<file path="src/rtl/uart_pkg.sv">
// Shared definitions for the UART receive path: FSM encoding, frame sizing
// and the default bit time.
package uart_pkg;

  typedef enum logic [1:0] {
    ST_IDLE  = 2'd0,
    ST_START = 2'd1,
    ST_DATA  = 2'd2,
    ST_LOAD  = 2'd3
  } rx_state_t;

  localparam int DEF_CLKS_PER_BIT = 5208;
  localparam int MAX_BITS         = 10;

  // Samples taken after the start bit: data bits + optional parity + stop.
  function automatic logic [3:0] frame_samples(input logic eight, input logic pen);
    return 4'd8 + {3'd0, eight} + {3'd0, pen};
  endfunction

endpackage

</file>
<file path="src/rtl/rx_shift_reg_10bit.sv">
// Serial-in, right-shifting 10-bit register: the newest bit enters at the MSB,
// so after a full frame the stop bit sits in q[9].
module rx_shift_reg_10bit
  import uart_pkg::*;
(
  input  logic                clk,
  input  logic                reset,
  input  logic                sh,
  input  logic                sdi,
  output logic [MAX_BITS-1:0] q
);

  // NOTE: sequential state uses non-blocking assignments so every flop
  // samples the pre-edge values regardless of block ordering.
  always_ff @(posedge clk or negedge reset) begin
    if (!reset)  q <= '1;
    else if (sh) q <= {sdi, q[MAX_BITS-1:1]};
  end

endmodule

</file>
<file path="src/rtl/uart_rx_engine.sv">
// UART receiver: synchronizes rx, validates the start bit at half a bit time,
// samples each bit at its centre and hands the character to the host side.
module uart_rx_engine
  import uart_pkg::*;
#(
  parameter int CLKS_PER_BIT = DEF_CLKS_PER_BIT,
  parameter int CNT_W        = $clog2(CLKS_PER_BIT)
) (
  input  logic       clk,
  input  logic       reset,
  input  logic       rx,
  input  logic       eight,
  input  logic       pen,
  input  logic       ohel,
  input  logic       rd_clr,
  output logic [7:0] rx_data,
  output logic       rx_rdy,
  output logic       perr,
  output logic       ferr,
  output logic       ovf,
  output logic       busy
);

  localparam logic [CNT_W-1:0] FULL_LD = CNT_W'(CLKS_PER_BIT - 1);
  localparam logic [CNT_W-1:0] HALF_LD = CNT_W'(CLKS_PER_BIT / 2 - 1);

  rx_state_t             state;
  logic                  rx_meta, rx_s;
  logic [CNT_W-1:0]      timer;
  logic [3:0]            bit_cnt;
  logic                  eight_q, pen_q, ohel_q;
  logic [MAX_BITS-1:0]   sr;
  logic                  sh;
  logic                  expired;
  logic [7:0]            data_c;
  logic                  par_c;
  logic                  perr_c;

  // Synchronizer resets to the idle line level so no false start follows reset.
  always_ff @(posedge clk or negedge reset) begin
    if (!reset) begin
      rx_meta <= 1'b1;
      rx_s    <= 1'b1;
    end else begin
      rx_meta <= rx;
      rx_s    <= rx_meta;
    end
  end

  assign expired = (timer == '0);
  assign sh      = (state == ST_DATA) && expired;

  rx_shift_reg_10bit u_sr (
    .clk   (clk),
    .reset (reset),
    .sh    (sh),
    .sdi   (rx_s),
    .q     (sr)
  );

  // NOTE: every always_comb output gets a default first so no latch is inferred.
  always_comb begin
    data_c = '0;
    par_c  = 1'b0;
    case ({eight_q, pen_q})
      2'b11: begin data_c = sr[7:0];         par_c = sr[8]; end
      2'b10:       data_c = sr[8:1];
      2'b01: begin data_c = {1'b0, sr[7:1]}; par_c = sr[8]; end
      default:     data_c = {1'b0, sr[8:2]};
    endcase
    perr_c = pen_q & ((^data_c ^ par_c) != ohel_q);
  end

  always_ff @(posedge clk or negedge reset) begin
    if (!reset) begin
      state   <= ST_IDLE;
      timer   <= '0;
      bit_cnt <= '0;
      eight_q <= 1'b0;
      pen_q   <= 1'b0;
      ohel_q  <= 1'b0;
      rx_data <= '0;
      rx_rdy  <= 1'b0;
      perr    <= 1'b0;
      ferr    <= 1'b0;
      ovf     <= 1'b0;
      busy    <= 1'b0;
    end else begin
      // A host read clears the flags; a LOAD later in this block overrides it.
      if (rd_clr) begin
        rx_rdy <= 1'b0;
        ovf    <= 1'b0;
      end
      case (state)
        ST_IDLE: begin
          if (!rx_s) begin
            state   <= ST_START;
            timer   <= HALF_LD;
            bit_cnt <= '0;
            eight_q <= eight;
            pen_q   <= pen;
            ohel_q  <= ohel;
            busy    <= 1'b1;
          end
        end
        ST_START: begin
          if (!expired) begin
            timer <= timer - CNT_W'(1);
          end else if (!rx_s) begin
            state <= ST_DATA;
            timer <= FULL_LD;
          end else begin
            state <= ST_IDLE;
            busy  <= 1'b0;
          end
        end
        ST_DATA: begin
          if (!expired) begin
            timer <= timer - CNT_W'(1);
          end else begin
            bit_cnt <= bit_cnt + 4'd1;
            timer   <= FULL_LD;
            if (bit_cnt + 4'd1 == frame_samples(eight_q, pen_q)) state <= ST_LOAD;
          end
        end
        ST_LOAD: begin
          rx_data <= data_c;
          perr    <= perr_c;
          ferr    <= ~sr[MAX_BITS-1];
          rx_rdy  <= 1'b1;
          ovf     <= rd_clr ? 1'b0 : (ovf | rx_rdy);
          state   <= ST_IDLE;
          busy    <= 1'b0;
        end
      endcase
    end
  end

endmodule
</file>
<file path="config.mk">
export PLATFORM = sky130hd
export DESIGN_NAME = uart_rx_engine
export DESIGN_NICKNAME = d
export VERILOG_FILES = /design/src/rtl/uart_pkg.sv /design/src/rtl/rx_shift_reg_10bit.sv /design/src/rtl/uart_rx_engine.sv
export SDC_FILE = /design/constraint.sdc
export NUM_CORES = 1
export LEC_CHECK = 0
export ABC_AREA = 1
export BUFFER_PORTS_ARGS = -buffer_cell sky130_fd_sc_hd__buf_2
export CAP_MARGIN = 30
export CORE_MARGIN = 1
export CORE_UTILIZATION = 44
export CTS_CLUSTER_SIZE = 28
export DETAILED_ROUTE_END_ITERATION = 8
export GPL_TIMING_DRIVEN = 0
export HOLD_SLACK_MARGIN = 0.05
export SYNTH_ARGS = -nofsm -noshare
export SYNTH_HDL_FRONTEND = slang
export SYNTH_SLANG_ARGS = --single-unit
</file>
<file path="constraint.sdc">
create_clock -name clk -period 4.4 [get_ports clk]
set_input_delay 0.22 -clock clk [delete_from_list [all_inputs] [get_ports clk]]
set_output_delay 0.22 -clock clk [all_outputs]
set_load 0.01 [all_outputs]
</file>
Yosys cells after proc, flatten, opt, wreduce, memory -nomap -nowiden
Cells that the tools add are included.

Bits in registers: 47. Bits in latches: 0. Bits in writable memories: 0. ROM bits: 0. Output and inout port bits: 13. Memories kept: 0.

Add/sub/neg operators: 4. Multiply operators: 0. Div/mod/pow operators: 0. Magnitude comparators: 0. Eq/ne operators: 14. Shift-type cells: 0. Mux-type cells: 24. Bitwise gates (word level): 5. Reductions and logical operators: 14.

Operators with widths (number): 2-to-1 mux 13 bit (4); one-hot mux 13 bit (3 select lines) (1); one-hot mux 8 bit (3 select lines) (1); logical NOT 13 bit (1); subtractor 13 x 1 -> 13 bit, second input constant (1); 2-to-1 mux 2 bit (5); == test 2 bit, second input constant (4); 2-to-1 mux 1 bit (8); 2-to-1 mux 4 bit (2); != test 2 bit, second input constant (4); one-hot mux 2 bit (4 select lines) (1); one-hot mux 4 bit (2 select lines) (1); AND reduction 4 bit (2); parity 8 bit (1); AND reduction 3 bit (2); nonzero test 3 bit (2); adder 4 x 1 -> 4 bit (1); adder 4 x 1 -> 4 bit, first input constant (1); adder 4 x 1 -> 4 bit, second input constant (1); == test 2 x 1 -> 1 bit, second input constant (2); == test 4 bit (1); nonzero test 2 bit (2); != test 3 bit, second input constant (1); one-hot mux 1 bit (3 select lines) (1); other kinds (10) (11).

Longest topological paths before layout
Gate-level depths: netlist of the first run.

Depth after elaboration: 6. Mapped depth: 17. Gate-level depth less buffers: 16.

By module
A second synthesis of the first run with hierarchy kept.

Cells, all modules: 364. Area total of the unflattened synthesis: 2760.1 µm².

By module, submodules not included: uart_rx_engine (times used 1, cells an instance 322, area each 2369.8 µm²); rx_shift_reg_10bit (times used 1, cells an instance 42, area each 390.4 µm²).

Worst setup path before layout of the first run
Ideal clock, no wire load.

Path kind: register to register. From: register eight_q. To: register perr. Library setup time: 117 ps. Arrival: 1617 ps. Required time: 4283 ps. Slack: 2666 ps. Cell stages (with the launch flop): 16. Buffers on the path: 1. Cells stage by stage: dfrtp_1 > inv_1 > ha_1 > inv_2 > buf_6 > nand2_1 > o21bai_1 > nand2_1 > nand2_1 > nand2_1 > nand2_2 > inv_1 > nand2_1 > nand3_1 > nand3_1 > nand2_1.

Longest elaborated chain between the ends: 6.

RTL lines: start, declared (line uart_rx_engine.sv:31) `logic eight_q, pen_q, ohel_q;`; start signal, assigned (line uart_rx_engine.sv:100) `eight_q <= eight;`; == test 2 x 1 -> 1 bit or == test 2 bit (tied branches) (line uart_rx_engine.sv:65) `case ({eight_q, pen_q})`; one-hot mux 8 bit (3 select lines) or OR reduction 2 bit (tied branches); parity 8 bit or 2-to-1 mux 1 bit (tied branches) (line uart_rx_engine.sv:71, uart_rx_engine.sv:65); XOR 1 bit (*) (line uart_rx_engine.sv:71) `perr_c = pen_q & ((^data_c ^ par_c) != ohel_q);`; != test 1 bit (*) (line uart_rx_engine.sv:71); AND 1 bit (*) (line uart_rx_engine.sv:71); end signal, assigned (line uart_rx_engine.sv:128) `perr <= perr_c;`; end, declared (line uart_rx_engine.sv:18) `output logic perr,`.

Every way passes the cells marked *; elsewhere a longest branch is shown, timed or not. A chain may end at the register's enable or synchronous reset.

Worst setup path after layout of the first run
From: register pen_q. To: register perr.

Longest elaborated chain between the ends: 6.

RTL lines: start, declared (line uart_rx_engine.sv:31); start signal, assigned (line uart_rx_engine.sv:101) `pen_q <= pen;`; == test 2 x 1 -> 1 bit or == test 2 bit (tied branches) (line uart_rx_engine.sv:65); one-hot mux 8 bit (3 select lines) or OR reduction 2 bit (tied branches); parity 8 bit or 2-to-1 mux 1 bit (tied branches) (line uart_rx_engine.sv:71, uart_rx_engine.sv:65); XOR 1 bit (line uart_rx_engine.sv:71); != test 1 bit (line uart_rx_engine.sv:71); AND 1 bit (*) (line uart_rx_engine.sv:71).

Marked as above.

==> results.tsv, run 1 <==
stage	metric	value	unit
outcome	outcome	completed	
sta	skew	0.00383	ns
setup_path	endpoint_kind	flop	
routing	drt_iter0_drc	133	
sta	hold_viol	0	
sta	fin_crit_sh	0.472	
routing	dr.pass1.iters	4	
power_and_ir_drop	leakagePower	1.66	nW
placement	place_congestion	0.800	
grt	grt_max_degree	32	
clock_tree	cts_buffer_depth	2	
sta	tns	0	ns
routing	ant_nets	0	
cells_and_area	syn_to_final_growth	12.3	%
yosys	syn_avg_cell_area	7.44	sq um
clock_tree	h-tree-depth	2	
sta	setup_violations	0	
setup_path	arrival	2.28	ns
yosys	yosysSeqAreaShare	0.421	
sta	min_period	2.08	ns
power_and_ir_drop	total_power	0.825	mW
power_and_ir_drop	p_per_area	260	nW/um^2
routing	avgViaCountPerCell	4.84	
clock_tree	cts.sinks	47	
yosys	synthesis.area	2830	sq um
grt	grt_first_pass_wirelength	9870	microns
routing	drc	0	
clock_tree	root_buffer	clkbuf_8	
setup_path	path_max_fanout	10	
die	num_io_pins	20	
clock_tree	cts_hold_buffers	2	
clock_tree	cts_setup_buffers	0	
cells_and_area	n_fill_cell	603	
placement	portBuffers	19	
die	die_x	82.2	microns
die	rows	28	
power_and_ir_drop	clockPowerShare	0.400	
power_and_ir_drop	switchingPower	0.185	mW
job	cap_viol_max_count	0	
clock_tree	clock_latency	0.30	ns
setup_path	critPathKind	flop to flop	
die	fp.coreArea	6060	sq um
routing	drt-wirelength-per-cell	11.8	microns
yosys	synth.distinct_cells	35	
power_and_ir_drop	swShare	0.224	
die	dieHeight	82.2	microns
min_path	hold_class	input pin to flop	
die	die-area	6750	sq um
sta	worst_hold_slack	0.161	ns
cells_and_area	drive_above_1_share	0.176	
yosys	ys_warn_count	0	
sta	fmax	481	MHz
routing	finalWirelength	5730	microns
placement	dp_hpwl	4400	microns
clock_tree	path_clk_slew	0.09	ns
power_and_ir_drop	peakVddDrop	0.162	mV
grt	grt_pass1_vias	2158	
clock_tree	post_cts_resized	0	
power_and_ir_drop	seq_power_share	0.530	
clock_tree	cts_tree	done	
power_and_ir_drop	p_int	0.640	mW
setup_path	cp_data_required_time	4.60	ns
grt	track_usage	0.193	
grt	antenna_found_initial	0	
yosys	ys_ff_latch	47	
grt	grt_overflow_total	0	
sta	rsz0062_at_grt	no	
cells_and_area	antennaDiodeCount	0	
power_and_ir_drop	pwr-share-comb	0.071	
cells_and_area	nets	427	
routing	num_vias	2349	
die	start_util	0.467	
yosys	netlist_instances	380	
sta	slew_viol_final	0	
clock_tree	numCtsBuffers	5	
sta	slew_headroom	0.720	
setup_path	crit_path_start_kind	flop	
yosys	syn_nets	398	
sta	worstMarginPinSlew	0.420	ns
==> critical path, stage by stage, from the launching register on <==
cell	delay, ns
dfrtp_1	0.40
inv_1	0.10
ha_1	0.26
inv_2	0.11
buf_6	0.14
nand2_1	0.07
o21bai_1	0.25
nand2_1	0.10
nand2_1	0.06
nand2_1	0.05
nand2_2	0.09
inv_1	0.06
nand2_1	0.06
nand3_1	0.07
nand3_1	0.09
nand2_1	0.05
==> power groups by stage <==
stage | logic (mW) | registers (mW) | clock network, mW
after floorplan | 0.0364 | 0.445 | 0
after global placement | 0.0546 | 0.445 | 0
after detailed placement | 0.0578 | 0.445 | 0
after CTS | 0.0595 | 0.437 | 0.342
after global routing | 0.0682 | 0.437 | 0.356
final | 0.0583 | 0.437 | 0.330
==> cell families (layout without fill, tap and decap cells) <==
family,count (synthesis),after routing,share of synthesized area
and+or+nand+nor,193,193,0.296
AOI/OAI and AO/OA,64,64,0.127
buffers and inverters,58,88,0.0849
DFF,47,47,0.421
adders and majority gates,11,11,0.0487
xor gates and xnor gates,7,7,0.0217
==> stage by stage <==
step                      std cells  instance area, sq um  utilization  worst slack (ns)
after floorplan                 380                  2830            -              2.67
after CTS                       485                  3180        0.524              2.32
after detailed placement        475                  3040        0.501              2.34
after global placement          474                  3020        0.498              2.39
final                           485                  3180        0.524              2.32
after global routing            485                  3180        0.524              2.07
==> path summary, 6_finish.rpt <==
check,from,endpoint,slack [ns],cells past startpoint
setup / recovery,pen_q,perr,2.32,15
hold / removal,ohel,ohel_q,0.16,3
setup reg to reg,pen_q,perr,2.32,15
hold reg to reg,rx_meta,rx_s,0.36,0
max in group asynchronous,reset,u_sr.q[4],3.46,3
min in group asynchronous,reset,timer[10],0.37,2
==> cell usage after synthesis, drive strengths merged <==
cell type  count  area share
nand2        132        0.18
inv           49       0.067
nor2          44       0.076
dfrtp         35        0.31
o21ai         31       0.055
a21oi         14       0.025
nand3         14       0.033
dfstp         12        0.11
ha            11       0.049
a31oi          6       0.013
buf            5       0.012
o21bai         5       0.013
o22ai          5       0.011
xor2           4       0.012
clkbuf         3      0.0044
xnor2          3      0.0093
nor3           2      0.0035
a21boi         1      0.0040
a32o           1      0.0035
clkinv         1      0.0018
nand4          1      0.0022
o31ai          1      0.0027
==> layer usage <==
layer	share of wire	vias up	GRT usage
li1	-	1255	-
met1	0.52	1059	0.265
met2	0.44	29	0.305
met3	0.028	6	0.0396
met4	0.013	0	0.0579
met5	0	-	0
==> cells in the final DEF, fill, tap and decap left out, types with 2 or more instances in the layout <==
cell           count
clkbuf_8           6
dfrtp_1           35
nor3_1             2
xnor2_1            3
inv_4              2
nor2_4             3
nor2_2             4
dlygate4sd3_1      2
o21ai_1            4
a31oi_1            6
o22ai_1            5
inv_2              5
nand2_2            5
xor2_1             4
nand3_1           11
o21ai_0           27
nor2_1            36
nand3_2            2
nand2_1          126
dfstp_2           12
a21oi_1           14
inv_1             42
o21bai_1           5
ha_1              11
buf_2             22
clkinv_2           2
clkbuf_1           2
==> registers in the layout, indices dropped and copies added (netlist names), 4 cells and up, named ones only <==
signal   count
u_sr.q      10
timer       13
rx_data      8
bit_cnt      4
==> cell type report <==
cell class	instances	area (sq um)	share of cell area
repair buffers	22	135	0.0426
plain buffers	8	46.3	0.0146
well taps	75	93.8	0.0296
clock inverters	2	35.0	0.0110
multi-input cells	275	1400	0.440
clock buffers	6	82.6	0.0260
inverters	50	194	0.0611
flip-flops and latches	47	1190	0.375
Power figures use the tool's default switching activity.
==> run 2, diff against run 1 <==
- ABC_AREA: 1 -> 0
- clock period: 4.4 -> 1.79 ns (I/O delays scaled with it)
==> results.tsv, run 2 <==
stage	metric	value	unit	change
sta	worst_hold_slack	0.303	ns	+0.142 ns
routing	drt_iter0_drc	158		+19%
yosys	yosysSeqAreaShare	0.413		-0.00840
clock_tree	clock_latency	0.30	ns	about the same
die	start_util	0.455		-0.0122
yosys	synth.top_cell.area_share	0.303		-0.00617
clock_tree	path_clk_slew	0.09	ns	about the same
cells_and_area	syn_to_final_growth	38.6	%	
sta	skew	0.00616	ns	+0.00233 ns
yosys	yosys-top-cells-area	dfrtp_1 30%, dfstp_2 11%, mux2_2 7.0%		
placement	dp_cells	401		-16%
setup_path	crit_slowest_cell	a2111oi_1		
sta	fin_crit_sh	1.42		+0.953
setup_path	endpoint_kind	flop		
grt	track_usage	0.212		+0.0183
outcome	outcome	complete, but fails checks		
cells_and_area	nets	383		-10%
placement	dp_hpwl	4390	microns	about the same
die	die-area	6890	sq um	+2.0%
cells_and_area	antennaDiodeCount	0		unchanged
setup_path	crit_path_start_kind	flop		
sta	rsz0062_at_grt	yes		
yosys	ys_warn_count	0		unchanged
setup_path	cp_cell_sequence	inv_2 -> ha_4 -> or2_1 -> buf_6 -> a2111oi_1 -> a211oi_2 -> xor2_1 -> xnor3_1 -> o22ai_2		
cells_and_area	final_util	0.630		+0.106
grt	grt_pass1_vias	2399		+11%
sta	slew_viol_final	0		unchanged
yosys	synth_common_cells	35 x dfrtp_1, 30 x nand2_1, 25 x a21oi_1		
outcome	violations	setup timing		
grt	grt_max_degree	27		-16%
grt	grt_overflow_total	0		unchanged
die	die_x	83.0	microns	+0.99%
clock_tree	cts_buffer_depth	2		unchanged
grt	grt_first_pass_wirelength	11700	microns	+19%
yosys	synth.distinct_cells	60		+71%
cells_and_area	final_common_cell	dfrtp_1		
routing	dr.pass1.iters	5		+1
routing	ant_nets	0		unchanged
placement	place_congestion	0.828		+3.4%
yosys	syn_nets	322		-19%
cells_and_area	fin_cells	443		-8.7%
sta	fmax	392	MHz	-19%
cells_and_area	mostFrequentLayoutCells	33 x dfrtp_1, 27 x nand2_1, 21 x buf_4, 21 x buf_2		
setup_path	arrival	2.78	ns	+0.50 ns
die	dieHeight	83.0	microns	+0.99%
die	rows	29		+3.6%
power_and_ir_drop	leakagePower	1.71	nW	+3.3%
cells_and_area	reg_top3	timer (13), u_sr.q (10), rx_data (8)		
yosys	synth_edf_count	0		unchanged
die	fp.coreArea	6350	sq um	+4.8%
setup_path	slowest_delay	0.51	ns	+0.11 ns
sta	slew_headroom	0.580		-0.140
cells_and_area	top_register	timer		
placement	portBuffers	19		unchanged
yosys	synth.largest_area_cell	dfrtp_1		
job	cap_viol_max_count	0		unchanged
clock_tree	cts.sinks	47		unchanged
yosys	yosysMostFrequentCell	dfrtp_1		
clock_tree	cts_tree	done		
placement	place_ws	-0.414	ns	-2.76 ns
cells_and_area	drive_above_1_share	0.448		+0.272
power_and_ir_drop	p_per_area	507	nW/um^2	+95%
yosys	syn_avg_cell_area	9.50	sq um	+28%
clock_tree	numCtsBuffers	5		unchanged
routing	drc	0		unchanged
routing	finalWirelength	7380	microns	+29%
routing	drt-wirelength-per-cell	16.7	microns	+41%
routing	num_vias	2555		+8.8%
yosys	synth-async-reset-ratio	1.00		unchanged
routing	avgViaCountPerCell	5.77		+19%
setup_path	cp_data_required_time	2.02	ns	-2.58 ns
die	num_io_pins	20		unchanged
sta	hold_viol	0		unchanged
sta	min_period	2.55	ns	+0.473 ns
grt	antenna_found_initial	0		unchanged
yosys	ys_ff_latch	47		unchanged
sta	worstMarginPinSlew	0.628	ns	+0.209 ns
clock_tree	root_buffer	clkbuf_8		
cells_and_area	largest_register_ffs	13		unchanged
power_and_ir_drop	peakVddDrop	0.526	mV	+220%
sta	setup_violations	17		+17
min_path	hold_class	input pin to async pin		
yosys	ys.flop_type	dfrtp_1		
clock_tree	h-tree-depth	2		unchanged
sta	finalWorstSetupSlack	-0.761	ns	-3.08 ns
setup_path	path_max_fanout	9		-1
yosys	synthesis.area	2890	sq um	+2.0%
yosys	netlist_instances	304		-20%
setup_path	critPathKind	flop to flop		
run 2: power breakdown:
part | leakage (nW) | internal (mW) | switching [mW]
Clock | 0.0581 | 0.416 | 0.380
Combinational | 1.11 | 0.0721 | 0.0798
Sequential | 0.547 | 1.07 | 0.0102
run 2: worst paths after layout:
kind / cells past startpoint / slack (ns) / end / startpoint
max: 9 / -0.76 / perr / eight_q
min: 2 / 0.30 / rx_data[1] / reset
max reg2reg: 9 / -0.76 / perr / eight_q
min reg2reg: 0 / 0.37 / rx_s / rx_meta
max in group asynchronous: 3 / 0.88 / rx_s / reset
min in group clk: 0 / 0.37 / rx_s / rx_meta
run 2: metrics by stage:
| step | total power [mW] | setup TNS [ns] | cell area [sq um] |
|---|---|---|---|
| 2_1_floorplan | 1.15 | -0.239 | 2930 |
| 3_3_place_gp | 1.20 | -10.47 | 3120 |
| 3_5_place_dp | 1.20 | -10.24 | 3140 |
| 4_1_cts | 2.02 | -0.762 | 3610 |
| 5_1_grt | 2.12 | -3.93 | 4000 |
| 6_report | 2.03 | -2.27 | 4000 |
run 2: cells by family after synthesis:
| logic type | synth area share |
|---|---|
| compound gates | 0.209 |
| xor+xnor | 0.0351 |
| fa+ha+maj | 0.0477 |
| buf+inv | 0.0706 |
| flops | 0.413 |
| mux | 0.0737 |
| simple gates | 0.152 |
run 2: final cells by class:
class | count | area [sq um]
Inverter | 16 | 60.1
Clock inverter | 3 | 43.8
Tap cell | 77 | 96.3
Timing Repair Buffer | 59 | 490
Clock buffer | 5 | 68.8
Sequential cell | 47 | 1190
Multi-Input combinational cell | 223 | 1890
Fill cell | 510 | 2350
Buffer | 13 | 160
run 2: worst max-delay path, delay by kind of cell, from the launching register on:
kind | cells | cell delay, ns
AOI/OAI and AO/OA | 3 | 0.75
DFF | 1 | 0.42
xor gates and xnor gates | 2 | 0.67
and+or+nand+nor | 1 | 0.23
buffers and inverters | 2 | 0.22
adders and majority gates | 1 | 0.18
run 2: repair_timing:
action	CTS	global route
endpoints found under the hold margin	23	0
hold buffers	6	0
pin swaps	14	30
endpoints found under the setup margin	35	35
setup buffers	18	14
gates resized for setup	45	63
gates cloned	1	3
run 2: routing by layer:
layer	wire length (microns)	global-route usage	vias up
li1	-	-	1222
met2	3550	0.333	74
met5	0	0	-
met1	3460	0.293	1248
met3	281	0.0378	11
met4	85	0.0752	0
==> run 3, diff against run 2 <==
- GPL_TIMING_DRIVEN: 0 -> unset
- HOLD_SLACK_MARGIN: 0.05 -> 0.15
==> results.tsv, run 3 (synthesized netlist as in run 2, its figures left out) <==
stage	metric	value	unit	change
setup_path	path_max_fanout	8		-1
die	num_io_pins	20		unchanged
setup_path	crit_path_start_kind	flop		
placement	place_ws	-0.356	ns	+0.0584 ns
sta	finalWorstSetupSlack	-0.326	ns	+0.435 ns
cells_and_area	nets	417		+8.9%
clock_tree	cts_tree	done		
routing	avgViaCountPerCell	5.58		-3.2%
setup_path	reg2reg_to	perr		
setup_path	critPathKind	flop to flop		
sta	rsz0062_at_grt	yes		
clock_tree	numCtsBuffers	5		unchanged
die	dieHeight	83.0	microns	unchanged
cells_and_area	fin_cells	477		+7.7%
power_and_ir_drop	p_per_area	496	nW/um^2	-2.1%
placement	placed_cell_area	3490	sq um	+11%
clock_tree	clock_latency	0.30	ns	about the same
sta	skew	0.00779	ns	+0.00163 ns
die	die-area	6890	sq um	unchanged
sta	hold_viol	0		unchanged
die	die_x	83.0	microns	unchanged
sta	fmax	473	MHz	+21%
outcome	violations	setup timing		
sta	slew_viol_final	0		unchanged
setup_path	r2r_cells	8		-1
grt	grt_max_degree	36		+33%
grt	grt_pass1_vias	2566		+7.0%
cells_and_area	largest_register_ffs	13		unchanged
cells_and_area	final_util	0.644		+0.0142
setup_path	arrival	2.35	ns	-0.43 ns
routing	num_vias	2664		+4.3%
cells_and_area	reg_top3	timer (13), u_sr.q (10), rx_data (8)		
sta	setup_violations	17		unchanged
setup_path	timing.rr.start	eight_q		
routing	drt_iter0_drc	186		+18%
placement	dp_cells	450		+12%
clock_tree	cts_buffer_depth	2		unchanged
outcome	outcome	complete, but fails checks		
placement	portBuffers	19		unchanged
routing	finalWirelength	7300	microns	-1.1%
setup_path	ff2ff_setup_slack	-0.33	ns	+0.43 ns
cells_and_area	final_common_cell	buf_4		
sta	worst_hold_slack	0.207	ns	-0.0956 ns
clock_tree	h-tree-depth	2		unchanged
sta	worstMarginPinSlew	0.532	ns	-0.0960 ns
sta	fin_crit_sh	1.18		-0.243
grt	grt_overflow_total	0		unchanged
setup_path	cp_data_required_time	2.02	ns	about the same
cells_and_area	drive_above_1_share	0.490		+0.0419
min_path	hold_class	input pin to async pin		
setup_path	endpoint_kind	flop		
routing	dr.pass1.iters	6		+1
clock_tree	cts.sinks	47		unchanged
die	start_util	0.455		unchanged
sta	slew_headroom	0.645		+0.0651
cells_and_area	top_register	timer		
die	fp.coreArea	6350	sq um	unchanged
routing	ant_nets	0		unchanged
grt	track_usage	0.214		+0.00247
cells_and_area	antennaDiodeCount	0		unchanged
power_and_ir_drop	leakagePower	1.82	nW	+6.4%
cells_and_area	final_area	4090	sq um	+2.3%
power_and_ir_drop	peakVddDrop	0.552	mV	+5.0%
job	cap_viol_max_count	0		unchanged
cells_and_area	mostFrequentLayoutCells	72 x buf_4, 34 x dfrtp_1, 27 x nand2_1, 19 x buf_2, 18 x mux2_2		
sta	min_period	2.12	ns	-0.435 ns
grt	antenna_found_initial	0		unchanged
cells_and_area	n_fill_cell	495		-2.9%
grt	grt_first_pass_wirelength	12000	microns	+2.2%
placement	place_congestion	0.860		+3.9%
die	rows	29		unchanged
placement	dp_hpwl	5000	microns	+14%
cells_and_area	syn_to_final_growth	41.7	%	
clock_tree	path_clk_slew	0.09	ns	about the same
routing	drt-wirelength-per-cell	15.3	microns	-8.1%
clock_tree	root_buffer	clkbuf_8		
routing	drc	0		unchanged
## run 3: changes by cell type in the layout (fill, tap and decap cells not counted), moves of 3 or more
| cell | previous run | this run |
|---|---|---|
| buf_8 | 4 | 1 |
| buf_6 | 12 | 5 |
| a21oi_2 | 6 | 10 |
| o21ai_0 | 13 | 8 |
| o21ai_1 | 9 | 13 |
| nand3_2 | 3 | 0 |
| buf_4 | 21 | 72 |
| nand3_1 | 6 | 9 |
| a21oi_1 | 18 | 14 |
## run 3: power by group
part           switching [mW]  internal (mW)
sequential            0.00981           1.07
clock                   0.363          0.452
combinational          0.0723         0.0634
## run 3: layout make-up
| type | count | area, sq um | area share |
|---|---|---|---|
| Sequential cell | 47 | 1190 | 0.291 |
| Multi-Input combinational cell | 224 | 1810 | 0.443 |
| Inverter | 16 | 63.8 | 0.0156 |
| Clock buffer | 6 | 82.6 | 0.0202 |
| Tap cell | 77 | 96.3 | 0.0235 |
| Clock inverter | 2 | 35.0 | 0.00856 |
| Timing Repair Buffer | 105 | 807 | 0.197 |
## run 3: timing repair
action	4_1_cts	5_1_grt
gates cloned	0	1
setup buffers	5	7
endpoints found under the hold margin	44	0
endpoints found under the setup margin	25	37
hold buffers	6	0
pin swaps	13	19
resized for setup	30	61
## run 3: through the flow
step,TNS [ns],total power [mW]
finish,-1.36,2.03
global route,-2.80,2.11
CTS,-0.488,2.05
detailed placement,-1.55,1.21
global placement,-0.708,1.21
floorplan,-0.239,1.15
## run 3: how the worst max path moves through the flow
stage	to	slack, ns	cells after the start	startpoint
floorplan	perr	-0.24	9	eight_q
global placement	perr	-0.31	8	pen_q
detailed placement	perr	-0.36	10	eight_q
CTS	perr	-0.32	8	eight_q
global route	perr	-0.46	8	pen_q
finish	perr	-0.33	8	eight_q
## run 3: layer usage
metal	wire [microns]	vias up	global-route usage
li1	-	1310	-
met2	3530	69	0.348
met5	0	-	0
met3	316	9	0.0338
met4	94	0	0.0658
met1	3350	1276	0.294
## run 3: critical path: stages (launching register included)
cell       delay (ns)
dfrtp_1          0.41
ha_2             0.30
buf_4            0.18
inv_1            0.06
a2111oi_1        0.42
a211oi_2         0.11
xor2_1           0.21
xnor3_1          0.26
o22ai_2          0.09
